### src/rtl/pipe_stage_reg.sv
`timescale 1ns/1ps
// Elastic pipeline register: STAGES slots of {ctrl,data}, STAGES-cycle latency, one entry per cycle.
// A stall only backs up through full slots; empty slots always accept, so bubbles collapse.
module pipe_stage_reg #(
  parameter int CW     = 3,
  parameter int DW     = 101,
  parameter int STAGES = 1,
  parameter int CNT_W  = 16
) (
  input  logic             clk,
  input  logic             rst,
  input  logic             in_valid,
  output logic             in_ready,
  input  logic [CW-1:0]    in_ctrl,
  input  logic [DW-1:0]    in_data,
  input  logic             flush,
  output logic             out_valid,
  input  logic             out_ready,
  output logic [CW-1:0]    out_ctrl,
  output logic [DW-1:0]    out_data,
  output logic [CNT_W-1:0] xfer_cnt
);

  localparam int LAST = STAGES - 1;

  if (STAGES < 1 || STAGES > 4) begin : g_bad_stages
    $error("pipe_stage_reg: STAGES must be in 1..4");
  end

  logic [STAGES-1:0] v_q, v_d, adv, src_v;
  logic [CW-1:0]     c_q   [STAGES];
  logic [CW-1:0]     c_d   [STAGES];
  logic [CW-1:0]     src_c [STAGES];
  logic [DW-1:0]     d_q   [STAGES];
  logic [DW-1:0]     d_d   [STAGES];
  logic [DW-1:0]     src_d [STAGES];
  logic [CNT_W-1:0]  cnt_q, cnt_d;
  logic              out_xfer;

  for (genvar i = 0; i < STAGES; i++) begin : g_src
    if (i == 0) begin : g_head
      assign src_v[i] = in_valid;
      assign src_c[i] = in_ctrl;
      assign src_d[i] = in_data;
    end else begin : g_link
      assign src_v[i] = v_q[i-1];
      assign src_c[i] = c_q[i-1];
      assign src_d[i] = d_q[i-1];
    end
  end

  // A slot may load when it is empty or when the slot after it is moving.
  always_comb begin : adv_chain
    logic a;
    a = !v_q[LAST] | out_ready;
    adv = '0;
    adv[LAST] = a;
    for (int i = LAST - 1; i >= 0; i--) begin
      a = !v_q[i] | a;
      adv[i] = a;
    end
  end

  always_comb begin
    v_d = v_q;
    c_d = c_q;
    d_d = d_q;
    for (int i = 0; i < STAGES; i++) begin
      if (flush) begin
        v_d[i] = 1'b0;
        c_d[i] = '0;
      end else if (adv[i]) begin
        v_d[i] = src_v[i];
        c_d[i] = src_v[i] ? src_c[i] : '0;
        d_d[i] = src_d[i];
      end
    end
  end

  // The departing entry still counts when flush lands on the same edge.
  assign out_xfer = v_q[LAST] & out_ready;
  assign cnt_d    = (out_xfer && cnt_q != '1) ? cnt_q + CNT_W'(1) : cnt_q;

  always_ff @(posedge clk or posedge rst) begin
    if (rst) begin
      v_q   <= '0;
      cnt_q <= '0;
      for (int i = 0; i < STAGES; i++) begin
        c_q[i] <= '0;
        d_q[i] <= '0;
      end
    end else begin
      v_q   <= v_d;
      c_q   <= c_d;
      d_q   <= d_d;
      cnt_q <= cnt_d;
    end
  end

  assign in_ready  = adv[0];
  assign out_valid = v_q[LAST];
  assign out_ctrl  = v_q[LAST] ? c_q[LAST] : '0;
  assign out_data  = d_q[LAST];
  assign xfer_cnt  = cnt_q;

endmodule

### config.mk
export PLATFORM = sky130hd
export DESIGN_NAME = pipe_stage_reg
export DESIGN_NICKNAME = d
export VERILOG_FILES = /design/src/rtl/pipe_stage_reg.sv
export SDC_FILE = /design/constraint.sdc
export NUM_CORES = 1
export LEC_CHECK = 0
export BUFFER_PORTS_ARGS = -buffer_cell sky130_fd_sc_hd__buf_2
export CAP_MARGIN = 20
export CORE_ASPECT_RATIO = 0.8
export CORE_MARGIN = 4
export CORE_UTILIZATION = 43
export CTS_BUF_LIST = sky130_fd_sc_hd__clkbuf_8
export CTS_CLUSTER_SIZE = 14
export DETAILED_ROUTE_END_ITERATION = 16
export PLACE_DENSITY = 0.79
export SLEW_MARGIN = 25
export SYNTH_ARGS = -nofsm -noshare
export SYNTH_HDL_FRONTEND = slang
export SYNTH_SLANG_ARGS = --single-unit
### constraint.sdc
create_clock -name clk -period 3.1 [get_ports clk]
set_input_delay 0.155 -clock clk [delete_from_list [all_inputs] [get_ports clk]]
set_output_delay 0.155 -clock clk [all_outputs]
set_load 0.01 [all_outputs]
==> results of run 1 <==
[cell usage in the layout (no fill, tap or decap), types with 2 or more instances in the layout]
cell type | netlist | routed
buf_2 | 9 | 230
dfrtp_1 | 121 | 121
dlygate4sd3_1 | 0 | 104
mux2_2 | 102 | 102
clkbuf_8 | 0 | 17
nand2_1 | 9 | 9
nand3_1 | 9 | 9
xor2_1 | 8 | 8
clkinvlp_4 | 0 | 7
nor2_1 | 8 | 7
xnor2_1 | 7 | 7
clkinv_2 | 0 | 5
nand4_1 | 4 | 4
and2_1 | 3 | 3
a21oi_1 | 3 | 3
nor2b_1 | 2 | 2
and3_1 | 2 | 2
nor3_1 | 2 | 2
inv_6 | 0 | 2
clkinv_4 | 0 | 2
buf_4 | 0 | 2
[worst min-delay path, stage by stage]
cell and delay, ns:
buf_2 0.10, nor2_1 0.05, nor2_1 0.08
[where the power goes]
part | total, W | internal (W) | switching [W]
sequential | 0.00191 | 0.00178 | 0.000137
combinational | 0.000819 | 0.000449 | 0.000370
clock | 0.00120 | 0.000549 | 0.000652
[per-layer routing]
metal  wire [um]  part of all wire [%]
met3         955                   7.2
met4         284                   2.1
met2        6910                    52
met5           0                     0
met1        5100                    38
[area by class of cell]
cell class                 count  share of cell area (%)
clock buffer                  17                    3.16
sequential                   121                    40.9
antenna                        1                  0.0338
tap                          140                    2.37
multi-input combinational    170                    21.9
timing repair buffer         337                    30.1
inverter                       2                   0.152
clock inverter                15                    1.42
[flip-flops by register name, summed over array words and instances (netlist names)]
register	flops
c_q	3
out_data	101
out_valid	1
xfer_cnt	16
[per-stage QoR]
stage / hold WS [ns] / std cells / worst slack [ns]
final: 0.0216 / 803 / 1.12
after global routing: 0.00618 / 803 / 1.00
after CTS: 0.00184 / 802 / 1.14
after detailed placement: 0.390 / 666 / 1.15
after global placement: 0.385 / 666 / 1.25
after floorplan: 0.218 / 304 / 1.27
[what timing repair did]
| item | in CTS | in global routing |
|---|---|---|
| hold buffers | 104 | 0 |
| setup endpoints to repair | 0 | 0 |
| hold endpoints to repair | 226 | 0 |
[worst min-delay path by stage]
stage | to | cells after the start | from | slack (ns)
floorplan | c_q[0]$_DFFE_PP0P_ | 1 | flush | 0.22
global placement | out_data[85]$_DFFE_PP0P_ | 3 | rst | 0.38
detailed placement | out_data[99]$_DFFE_PP0P_ | 2 | in_data[99] | 0.39
CTS | out_valid$_DFFE_PP0P_ | 3 | in_valid | 0.002
global route | out_valid$_DFFE_PP0P_ | 3 | in_valid | 0.006
finish | out_valid$_DFFE_PP0P_ | 3 | in_valid | 0.02
[logic make-up (layout without fill, tap and decap cells)]
group	count (synthesis)	after routing
xor gates and xnor gates	15	15
other	0	1
AOI/OAI and AO/OA	5	5
buffers and inverters	13	371
and+or+nand+nor	47	47
DFF	121	121
adders and majority gates	1	1
muxes	102	102
==> summary.md, run 1 <==
| Metric | Value |
|---|---|
| Outcome | `finished clean` |
| Core box area | `between 0.01 and 0.015 mm^2` |
| H-tree levels | `4` |
| Worst Max-Slew Pin Slew | `roughly 0.74 ns` |
| Synth warn | `0` |
| Busiest layer in global routing | `met2` |
| Finished Cell Area | `approximately 0.0074 mm^2` |
| R2R Setup Slk | `around 1.1 ns` |
| Synth Area in Compound Gates | `around 1.1%` |
| Tot Pwr | `between 0.003 and 0.004 W` |
| Most common library cells after synthesis | `dfrtp_1, mux2_2, buf_2, nand2_1, nand3_1` |
| Post-synth cell types | `27` |
| Cell depth of the worst setup path | `4` |
| Final core utilization | `a little under three quarters` |
| DP HPWL | `roughly 8.3 mm` |
| Critical Path Max Stage Delay | `0.62 ns` |
| Vias in the first global route | `4,290` |
| Fin nets | `about 760` |
| Fmax | `504 MHz` |
| Post-synthesis mux area share | `roughly a quarter` |
| Die area | `0.0127 mm^2` |
| Dominant cell type by area after synthesis | `dfrtp_1` |
| Xor/xnor share of the synthesized area | `between 2 and 3%` |
| Pwr/cell area | `~530 mW/mm^2` |
| Critical Path, Cell by Cell | `ha_1 > nand3_1 > o41ai_4 > mux2_2` |
| Clock Tree Buf Depth | `2` |
| Number of fill cells | `around 700` |
| Starting Density | `between 40% and 50%` |
| Post-DP Area | `0.00602 mm^2` |
| Critical path launch point type | `register` |
| TritonCTS clock tree | `done` |
| Die X | `about 120 um` |
| Final Cycle Share | `64.0%` |
| Post-Syn Area | `between 0.004 and 0.005 mm^2` |
| Multi-input logic area | `about 0.0016 mm^2` |
| Met3 global-route usage | `under 10%` |
| Vias per inst | `4.74` |
| Max VDD drop | `~0.00037 V` |
| Met2 GRT Util | `approximately two fifths` |
| IO Count | `between 200 and 250` |
| Clk Latency, worst-skew pair | `between 0.4 and 0.5 ns` |
| Max Cap Violations | `0` |
| Sink Count | `about 120` |
| Post-synthesis sequential area ratio | `between 60 and 70%` |
| Post-CTS Setup Bufs | `0` |
| Final ANT Viol Nets | `0` |
| Setup Crit Path Kind | `register to register` |
| Time the worst path needs with I/O delays and setup | `between 1.5 and 2 ns` |
| Critical R2R Capture | `xfer_cnt[1]$_DFFE_PP0P_` |
| Synth-to-layout area growth | `57.5%` |
| Synthesized flop and latch total | `121` |
| Largest net degree at the start of global routing | `122` |
| Grt total ovfl | `0` |
| M1 GR Usage | `23.9%` |
| FF+latch area | `about 0.003 mm^2` |
| Mean Syn Cell Area | `approximately 15 um^2` |
| Skew final | `approximately 0.011 ns` |
| Setup violators final | `0` |
| Beginning of the critical path | `xfer_cnt[0]$_DFFE_PP0P_` |
| Vias | `roughly 3,800` |
| Share of the synthesized area in the top cell type | `roughly 64%` |
| Simple-gate portion of the synthesized area | `between 5 and 6%` |
| CP max-delay cell | `o41ai_4` |
| WP data required | `3.40 ns` |
| Main synth FF type | `dfrtp_1` |
| Final hold violation count | `0` |
| I/O Buffers | `230` |
| DIE HEIGHT | `between 100 and 150 um` |
| CP Capture Type | `register` |
| Clock Pin Slew Worst Setup and Hold Paths | `0.07 ns` |
| R2R depth | `4` |
| Synth top area cells | `dfrtp_1, mux2_2, xor2_1, xnor2_1, buf_2` |
| Fraction of layout cells with a size suffix above 1 | `between 50% and 60%` |
| Global-route wire length before repair | `between 20 and 25 mm` |
| TNS Setup | `0 ns` |
| Number of flops mapped to enable cells by yosys | `0` |
| CP Capture Point | `xfer_cnt[1]$_DFFE_PP0P_` |
| HP Class | `primary input to register` |
| RSZ-0062 raised after global routing | `false` |
| Post-Synth Adder-Cell Area | `0.266%` |
| Cells after synthesis | `304` |
| P_leak | `~3.6 nW` |
| CTS Root Cell | `clkbuf_8` |
| GRT Util Overall | `21.5%` |
| Largest family of logic cells by synthesized area | `multiplexers` |
| CP Buf/Inv Count | `0` |
| Final wirelength | `roughly 13 mm` |
| Max Slew Vio Count | `0` |
| CP top delay family | `compound AO/OA/AOI/OAI gates` |
| Relative slew slack | `50.4%` |
| WP data arrival | `approximately 2.3 ns` |
| Post-synth ARST share | `between 90% and 100%` |
| DR iter-0 viols | `151` |
| Crit-path max FO | `7` |
| Crit Reg-Reg Startpoint | `xfer_cnt[0]$_DFFE_PP0P_` |
| Resize count post-CTS | `0` |
| Syn Nets | `414` |
| Remaining DRCs | `0` |
| Wire per inst | `around 17 um` |
| RePlAce Congestion | `roughly 0.76` |
| FP Rows | `33` |
| Count leader, synth | `dfrtp_1` |
| DR pass1 iterations | `4` |
| Antenna violations before repair | `1` |
| CTS Buf Count | `17` |
Power figures use the tool's default switching activity.
==> run 2: changes to the inputs <==
--- a/config.mk
+++ b/config.mk
@@ -5,11 +5,12 @@
 export SDC_FILE = /design/constraint.sdc
 export NUM_CORES = 1
 export LEC_CHECK = 0
+export ABC_AREA = 1
 export BUFFER_PORTS_ARGS = -buffer_cell sky130_fd_sc_hd__buf_2
 export CAP_MARGIN = 20
 export CORE_ASPECT_RATIO = 0.8
 export CORE_MARGIN = 4
-export CORE_UTILIZATION = 43
+export CORE_UTILIZATION = 44
 export CTS_BUF_LIST = sky130_fd_sc_hd__clkbuf_8
 export CTS_CLUSTER_SIZE = 14
 export DETAILED_ROUTE_END_ITERATION = 16
==> constraint.sdc (replaced) <==
create_clock -name clk -period 1.7 [get_ports clk]
set_input_delay 0.085 -clock clk [delete_from_list [all_inputs] [get_ports clk]]
set_output_delay 0.085 -clock clk [all_outputs]
set_load 0.01 [all_outputs]
==> run 2 against run 1 <==
Against the previous run: global-route usage grew 2.0 points; cell area is 5.6% higher; worst hold slack better by 0.010 ns; flip-flop and latch count is the same; clock-buffer cell count increased by 3; combinational power is 82% higher; sequential share of layout area down 2.2 points; sequential power rose by 80%; cell count up 37%; synthesized area rose by 6.0%; utilization grew 0.39 points.
==> summary.md, run 2 <==
| Metric | Value |
|---|---|
| Outcome | `finished clean` |
| Fmax | `around 640 MHz` |
| R2R depth | `8` |
| P_leak | `about 4.4 nW` |
| H-tree levels | `4` |
| CTS Root Cell | `clkbuf_8` |
| Cell depth of the worst setup path | `8` |
| Critical path launch point type | `register` |
| RePlAce Congestion | `0.868` |
| Commonest non-fill, non-tap cell in the layout | `nand2_1` |
| HP Class | `primary input to register` |
| Count leader, synth | `nand2_1` |
| Skew final | `0.0113 ns` |
| Post-Syn Area | `about 0.005 mm^2` |
| CP max-delay cell | `dfrtp_1` |
| Worst Max-Slew Pin Slew | `between 0.5 and 0.6 ns` |
| Mean Syn Cell Area | `just over 8 um^2` |
| Synth top area cells | `dfrtp_1, nand2_1, inv_1, buf_2, nand3_1` |
| WP data arrival | `approximately 1.9 ns` |
| WHS Path Cells | `3` |
| Multi-input logic area | `between 0.0015 and 0.002 mm^2` |
| Fraction of layout cells with a size suffix above 1 | `29.2%` |
| Wire per inst | `14.0 um` |
| Synthesized flop and latch total | `between 100 and 150` |
| Number of fill cells | `roughly 810` |
| RSZ-0062 raised after global routing | `false` |
| Dominant cell type by area after synthesis | `dfrtp_1` |
| TNS Setup | `0 ns` |
| Antenna violations before repair | `0` |
| Vias | `around 5,000` |
| Die X | `between 100 and 150 um` |
| Setup violators final | `0` |
| DP HPWL | `9.38 mm` |
| Crit-path max FO | `10` |
| CP Capture Type | `register` |
| Fin nets | `~1,100` |
| Final Cycle Share | `between 90% and 100%` |
| CP top delay family | `simple AND/OR/NAND/NOR gates` |
| Syn Nets | `715` |
| Pwr/cell area | `about 970 mW/mm^2` |
| Largest net degree at the start of global routing | `92` |
| Critical Path, Cell by Cell | `ha_1 > inv_1 > nor2_4 > nand2_4 > nor2_1 > nor2_4 > nand2_1 > nand2_1` |
| Max layer used | `met4` |
| Main synth FF type | `dfrtp_1` |
| Setup Crit Path Kind | `register to register` |
| Most common library cells after synthesis | `nand2_1, dfrtp_1, inv_1` |
| Time the worst path needs with I/O delays and setup | `1.57 ns` |
| Post-DP Area | `0.00633 mm^2` |
| CTS Buf Count | `17` |
| Routed wl met2 | `around 8 mm` |
| Post-synthesis sequential area ratio | `60.7%` |
| Die area | `between 0.01 and 0.015 mm^2` |
| TritonCTS clock tree | `done` |
| Largest register FFs | `101` |
| Routed wl met3 | `around 990 um` |
| DR iter-0 viols | `286` |
| Clock Tree Buf Depth | `2` |
| Remaining DRCs | `0` |
| GRT Util Overall | `23.4%` |
| DIE HEIGHT | `103 um` |
| Max Cap Violations | `0` |
| Sink Count | `between 100 and 150` |
| Post-synth cell types | `20` |
| Starting Density | `45.4%` |
| Max VDD drop | `around 0.00067 V` |
| IO Count | `~230` |
| Wire length on met1 | `6.25 mm` |
| Cells after synthesis | `between 600 and 700` |
| Core box area | `0.0110 mm^2` |
| Clk Latency, worst-skew pair | `between 0.4 and 0.5 ns` |
| I/O Buffers | `between 200 and 250` |
| Synth warn | `0` |
| Final wirelength | `around 15 mm` |
| Global-route wire length before repair | `around 25 mm` |
| Final ANT Viol Nets | `0` |
| Relative slew slack | `65.1%` |
| DR pass1 iterations | `5` |
| Vias per inst | `about 4.6` |
| Post-CTS Setup Bufs | `0` |
| WP data required | `around 2.0 ns` |
| Share of the synthesized area in the top cell type | `between 60% and 70%` |
| Most frequent cells in the layout | `nand2_1, buf_2, dfrtp_1` |
| Final hold violation count | `0` |
| Critical Path Max Stage Delay | `0.44 ns` |
| Post-synth ARST share | `100%` |
| Finished Cell Area | `about 0.0078 mm^2` |
| Clock Pin Slew Worst Setup and Hold Paths | `approximately 0.070 ns` |
| Vias in the first global route | `roughly 5,100` |
| Max Slew Vio Count | `0` |
| FF+latch area | `about 0.003 mm^2` |
| Synth-to-layout area growth | `56.9%` |
| Ant. Diodes | `0` |
| FP Rows | `34` |
| Grt total ovfl | `0` |
| CP Buf/Inv Count | `1` |
| Number of flops mapped to enable cells by yosys | `0` |
==> run 2: where the power goes <==
part	switching (W)	internal, W	leakage [nW]
logic	0.000814	0.000672	2.70
registers	0.000231	0.00321	1.51
clock network	0.00113	0.00156	0.212
==> run 2: path summary, 6_finish.rpt <==
kind                                               start                        to  slack [ns]
min in group asynchronous                            rst  out_data[83]$_DFFE_PP0P_        0.29
max in group asynchronous                            rst  out_data[48]$_DFFE_PP0P_        0.76
worst min register to register  out_data[90]$_DFFE_PP0P_  out_data[90]$_DFFE_PP0P_        0.47
worst max register to register   xfer_cnt[0]$_DFFE_PP0P_   xfer_cnt[2]$_DFFE_PP0P_        0.13
worst min-delay path                               flush     out_valid$_DFFE_PP0P_        0.03
worst max-delay path             xfer_cnt[0]$_DFFE_PP0P_   xfer_cnt[2]$_DFFE_PP0P_        0.13
==> run 2: cell type report <==
| cell class | count | area share (%) |
|---|---|---|
| Sequential cell | 121 | 38.7 |
| Timing Repair Buffer | 342 | 29.6 |
| Multi-Input combinational cell | 436 | 22.6 |
| Clock buffer | 20 | 3.52 |
| Tap cell | 144 | 2.30 |
| Clock inverter | 12 | 1.90 |
| Inverter | 26 | 1.30 |
==> run 2: logic make-up (layout without fill, tap and decap cells) <==
group	Yosys count	count (layout)	share of synthesized area, %
buffers and inverters	48	400	4.02
XOR/XNOR	5	5	0.878
AO/OA/AOI/OAI	5	5	0.803
flip-flops	121	121	60.7
AND/OR/NAND/NOR	425	425	33.3
adder cells (fa/ha/maj)	1	1	0.251
==> run 2: timing repair <==
| item | 4_1_cts | 5_1_grt |
|---|---|---|
| setup endpoints to repair | 0 | 6 |
| hold buffers | 106 | 0 |
| gates resized for setup | 0 | 1 |
| hold endpoints to repair | 124 | 0 |
==> run 2: metrics by stage <==
step	instances	power, W	worst slack [ns]	hold WS [ns]	util, %
after detailed placement	963	0.00476	0.117	0.151	57.7
after global placement	963	0.00472	0.163	0.142	57.7
after CTS	1101	0.00765	0.0971	0.0106	71.2
final	1101	0.00761	0.132	0.0318	71.3
after floorplan	605	0.00411	0.132	0.195	-
after global routing	1101	0.00800	0.00656	0.0378	71.3
==> run 2: worst register-to-register path: cells and delay by family, from the launching register on <==
| kind | cells | cell delay [ns] |
|---|---|---|
| simple gates | 6 | 0.70 |
| flops | 1 | 0.44 |
| fa+ha+maj | 1 | 0.23 |
| buf+inv | 1 | 0.08 |
==> run 2: routing by layer <==
layer | up-vias | track usage (%)
met4 | 0 | 9.40
met1 | 2349 | 28.5
met2 | 212 | 40.7
met3 | 39 | 5.90
met5 | - | 0
li1 | 2502 | -
==> run 3: changes to the inputs <==
--- a/config.mk
+++ b/config.mk
@@ -10,11 +10,10 @@
 export CAP_MARGIN = 20
 export CORE_ASPECT_RATIO = 0.8
 export CORE_MARGIN = 4
-export CORE_UTILIZATION = 44
-export CTS_BUF_LIST = sky130_fd_sc_hd__clkbuf_8
+export CORE_UTILIZATION = 42
 export CTS_CLUSTER_SIZE = 14
 export DETAILED_ROUTE_END_ITERATION = 16
-export PLACE_DENSITY = 0.79
+export PLACE_DENSITY = 0.76
 export SLEW_MARGIN = 25
 export SYNTH_ARGS = -nofsm -noshare
 export SYNTH_HDL_FRONTEND = slang
==> run 3 against run 2 <==
Against the previous run: utilization down 2.1 points; routed wire length is 4.6% higher; setup slack worse by 0.015 ns; sequential share of layout area decreased by 0.81 points; cell count is 0.73% higher; critical endpoint is now xfer_cnt[5]$_DFFE_PP0P_; largest cell class unchanged.
==> summary.md, run 3 (same netlist as run 2, synthesis figures left out) <==
| Metric | Value |
|---|---|
| Outcome | `finished clean` |
| CTS Buf Count | `17` |
| Clock Pin Slew Worst Setup and Hold Paths | `0.05 ns` |
| Fraction of layout cells with a size suffix above 1 | `slightly below 30%` |
| Power share of the combinational group | `between 10% and 20%` |
| CP Buf/Inv Count | `2` |
| Hold_ws | `between 0.05 and 0.06 ns` |
| Sw frac | `around 28%` |
| Grt total ovfl | `0` |
| Critical Path, Cell by Cell | `ha_2 > inv_1 > nor2_4 > nand2_4 > nor2_1 > nor2_2 > buf_4 > nand2_1 > nand2_1` |
| Commonest non-fill, non-tap cell in the layout | `nand2_1` |
| Sink Count | `about 120` |
| Reg power frac | `slightly above 40%` |
| Setup WS pre-CTS | `roughly 0.12 ns` |
| Skew final | `0.00909 ns` |
| CP top delay family | `simple AND/OR/NAND/NOR gates` |
| P_leak | `4.49 nW` |
| Synth-to-layout area growth | `60.4%` |
| Relative slew slack | `between 50 and 60%` |
| TNS Setup | `0 ns` |
| Largest register FFs | `around 100` |
| Clk Latency, worst-skew pair | `about 0.4 ns` |
| DR iter-0 viols | `around 290` |
| Final ANT Viol Nets | `0` |
| P_int | `roughly 0.006 W` |
| Remaining DRCs | `0` |
| Vias | `5,191` |
| DR pass1 iterations | `5` |
| CP Capture Type | `register` |
| Worst Max-Slew Pin Slew | `around 0.64 ns` |
| Pwr/cell area | `1060 mW/mm^2` |
| Vias in the first global route | `between 5,000 and 6,000` |
| Max VDD drop | `0.000727 V` |
| Largest net degree at the start of global routing | `76` |
| Starting Density | `43.1%` |
| Final WS setup | `between 0.1 and 0.15 ns` |
| Setup violators final | `0` |
| I/O Buffers | `230` |
| WP data required | `roughly 2 ns` |
| WP data arrival | `~1.9 ns` |
| Share of total power in the clock network | `41.3%` |
| Setup Crit Path Kind | `register to register` |
| Final wirelength | `between 15 and 20 mm` |
| Crit-path most repeated cell | `nand2_1` |
| Critical Path Max Stage Delay | `0.43 ns` |
| FP Rows | `35` |
| Crit-path max FO | `10` |
| H-tree levels | `4` |
| Fin nets | `between 1,000 and 1,500` |
| WHS Path Cells | `3` |
| Placed cell count | `between 900 and 1,000` |
| Cell depth of the worst setup path | `9` |
| HP Class | `primary input to register` |
| Max Cap Violations | `0` |
| CTS Root Cell | `clkbuf_16` |
| GRT Util Overall | `24.4%` |
| Fmax | `roughly 630 MHz` |
| Antenna violations before repair | `0` |
| R2R depth | `9` |
| Ant. Diodes | `0` |
| Post-Layout Cell Count | `between 1,000 and 1,500` |
| Most frequent cells in the layout | `nand2_1, buf_2, dfrtp_1` |
| Clock Tree Buf Depth | `2` |
| IO Count | `231` |
| Tot Pwr | `around 0.0085 W` |
| Critical path launch point type | `register` |
| P_sw | `around 0.0024 W` |
| RePlAce Congestion | `approximately 0.83` |
| CP max-delay cell | `dfrtp_1` |
| Die X | `approximately 130 um` |
| TritonCTS clock tree | `done` |
| Wire per inst | `roughly 15 um` |
| Global-route wire length before repair | `roughly 27 mm` |
| Core box area | `0.0116 mm^2` |
| Die area | `0.0137 mm^2` |
| Final Cycle Share | `93.1%` |
| DP HPWL | `9.65 mm` |
| Time the worst path needs with I/O delays and setup | `around 1.6 ns` |
| Final hold violation count | `0` |
| Vias per inst | `around 4.7` |
| Max Slew Vio Count | `0` |
| DIE HEIGHT | `about 110 um` |
[run 3: changes by cell type in the layout (fill, tap and decap cells not counted), sizes merged]
cell,delta
inv,-1
clkbuf,-1
clkinvlp,+2
bufinv,-1
buf,+5
[run 3: layout make-up]
class | count | area [um^2]
Timing Repair Buffer | 347 | 2330
Clock buffer | 19 | 453
Sequential cell | 121 | 3030
Fill cell | 857 | 3570
Multi-Input combinational cell | 436 | 1770
Tap cell | 148 | 185
Clock inverter | 12 | 126
Inverter | 26 | 101
[run 3: worst paths after layout]
path                                    startpoint                       end  slack (ns)
setup / recovery           xfer_cnt[1]$_DFFE_PP0P_   xfer_cnt[5]$_DFFE_PP0P_        0.12
hold / removal                               flush     out_valid$_DFFE_PP0P_        0.06
setup reg to reg           xfer_cnt[1]$_DFFE_PP0P_   xfer_cnt[5]$_DFFE_PP0P_        0.12
hold reg to reg            out_data[0]$_DFFE_PP0P_   out_data[0]$_DFFE_PP0P_        0.46
max in group asynchronous                      rst  out_data[37]$_DFFE_PP0P_        0.80
min in group asynchronous                      rst  out_data[45]$_DFFE_PP0P_        0.28
[run 3: stage by stage]
| stage | area, um^2 | util, % |
|---|---|---|
| after floorplan | 4990 | - |
| after global placement | 6350 | 54.9 |
| after detailed placement | 6350 | 54.9 |
| after CTS | 7990 | 69.1 |
| after global routing | 8000 | 69.2 |
| final | 8000 | 69.2 |
[run 3: worst reg2reg max path: stages (launching register included)]
cell and delay, ns:
dfrtp_1 0.43, ha_2 0.25, inv_1 0.07, nor2_4 0.17
nand2_4 0.09, nor2_1 0.14, nor2_2 0.04, buf_4 0.17
nand2_1 0.06, nand2_1 0.05
[run 3: metal layers]
metal / part of all wire, % / up-vias / global-route usage [%]
met5: 0 / - / 0
met4: 3.9 / 0 / 11.1
met3: 6.3 / 50 / 5.57
met2: 50 / 228 / 41.5
met1: 39 / 2401 / 29.2
li1: - / 2512 / -
[run 3: power groups by stage]
| stage | sequential [W] | combinational, W | clock, W |
|---|---|---|---|
| detailed placement | 0.00347 | 0.00130 | 0 |
| global placement | 0.00346 | 0.00127 | 0 |
| finish | 0.00345 | 0.00152 | 0.00349 |
| CTS | 0.00343 | 0.00149 | 0.00354 |
| floorplan | 0.00362 | 0.000484 | 0 |
| global route | 0.00349 | 0.00169 | 0.00368 |
[run 3: what timing repair did]
| action | CTS | global route |
|---|---|---|
| hold buffers | 106 | 0 |
| setup buffers | 0 | 0 |
| hold endpoints to repair | 123 | 0 |
| gates resized for setup | 0 | 2 |
| setup endpoints to repair | 0 | 10 |
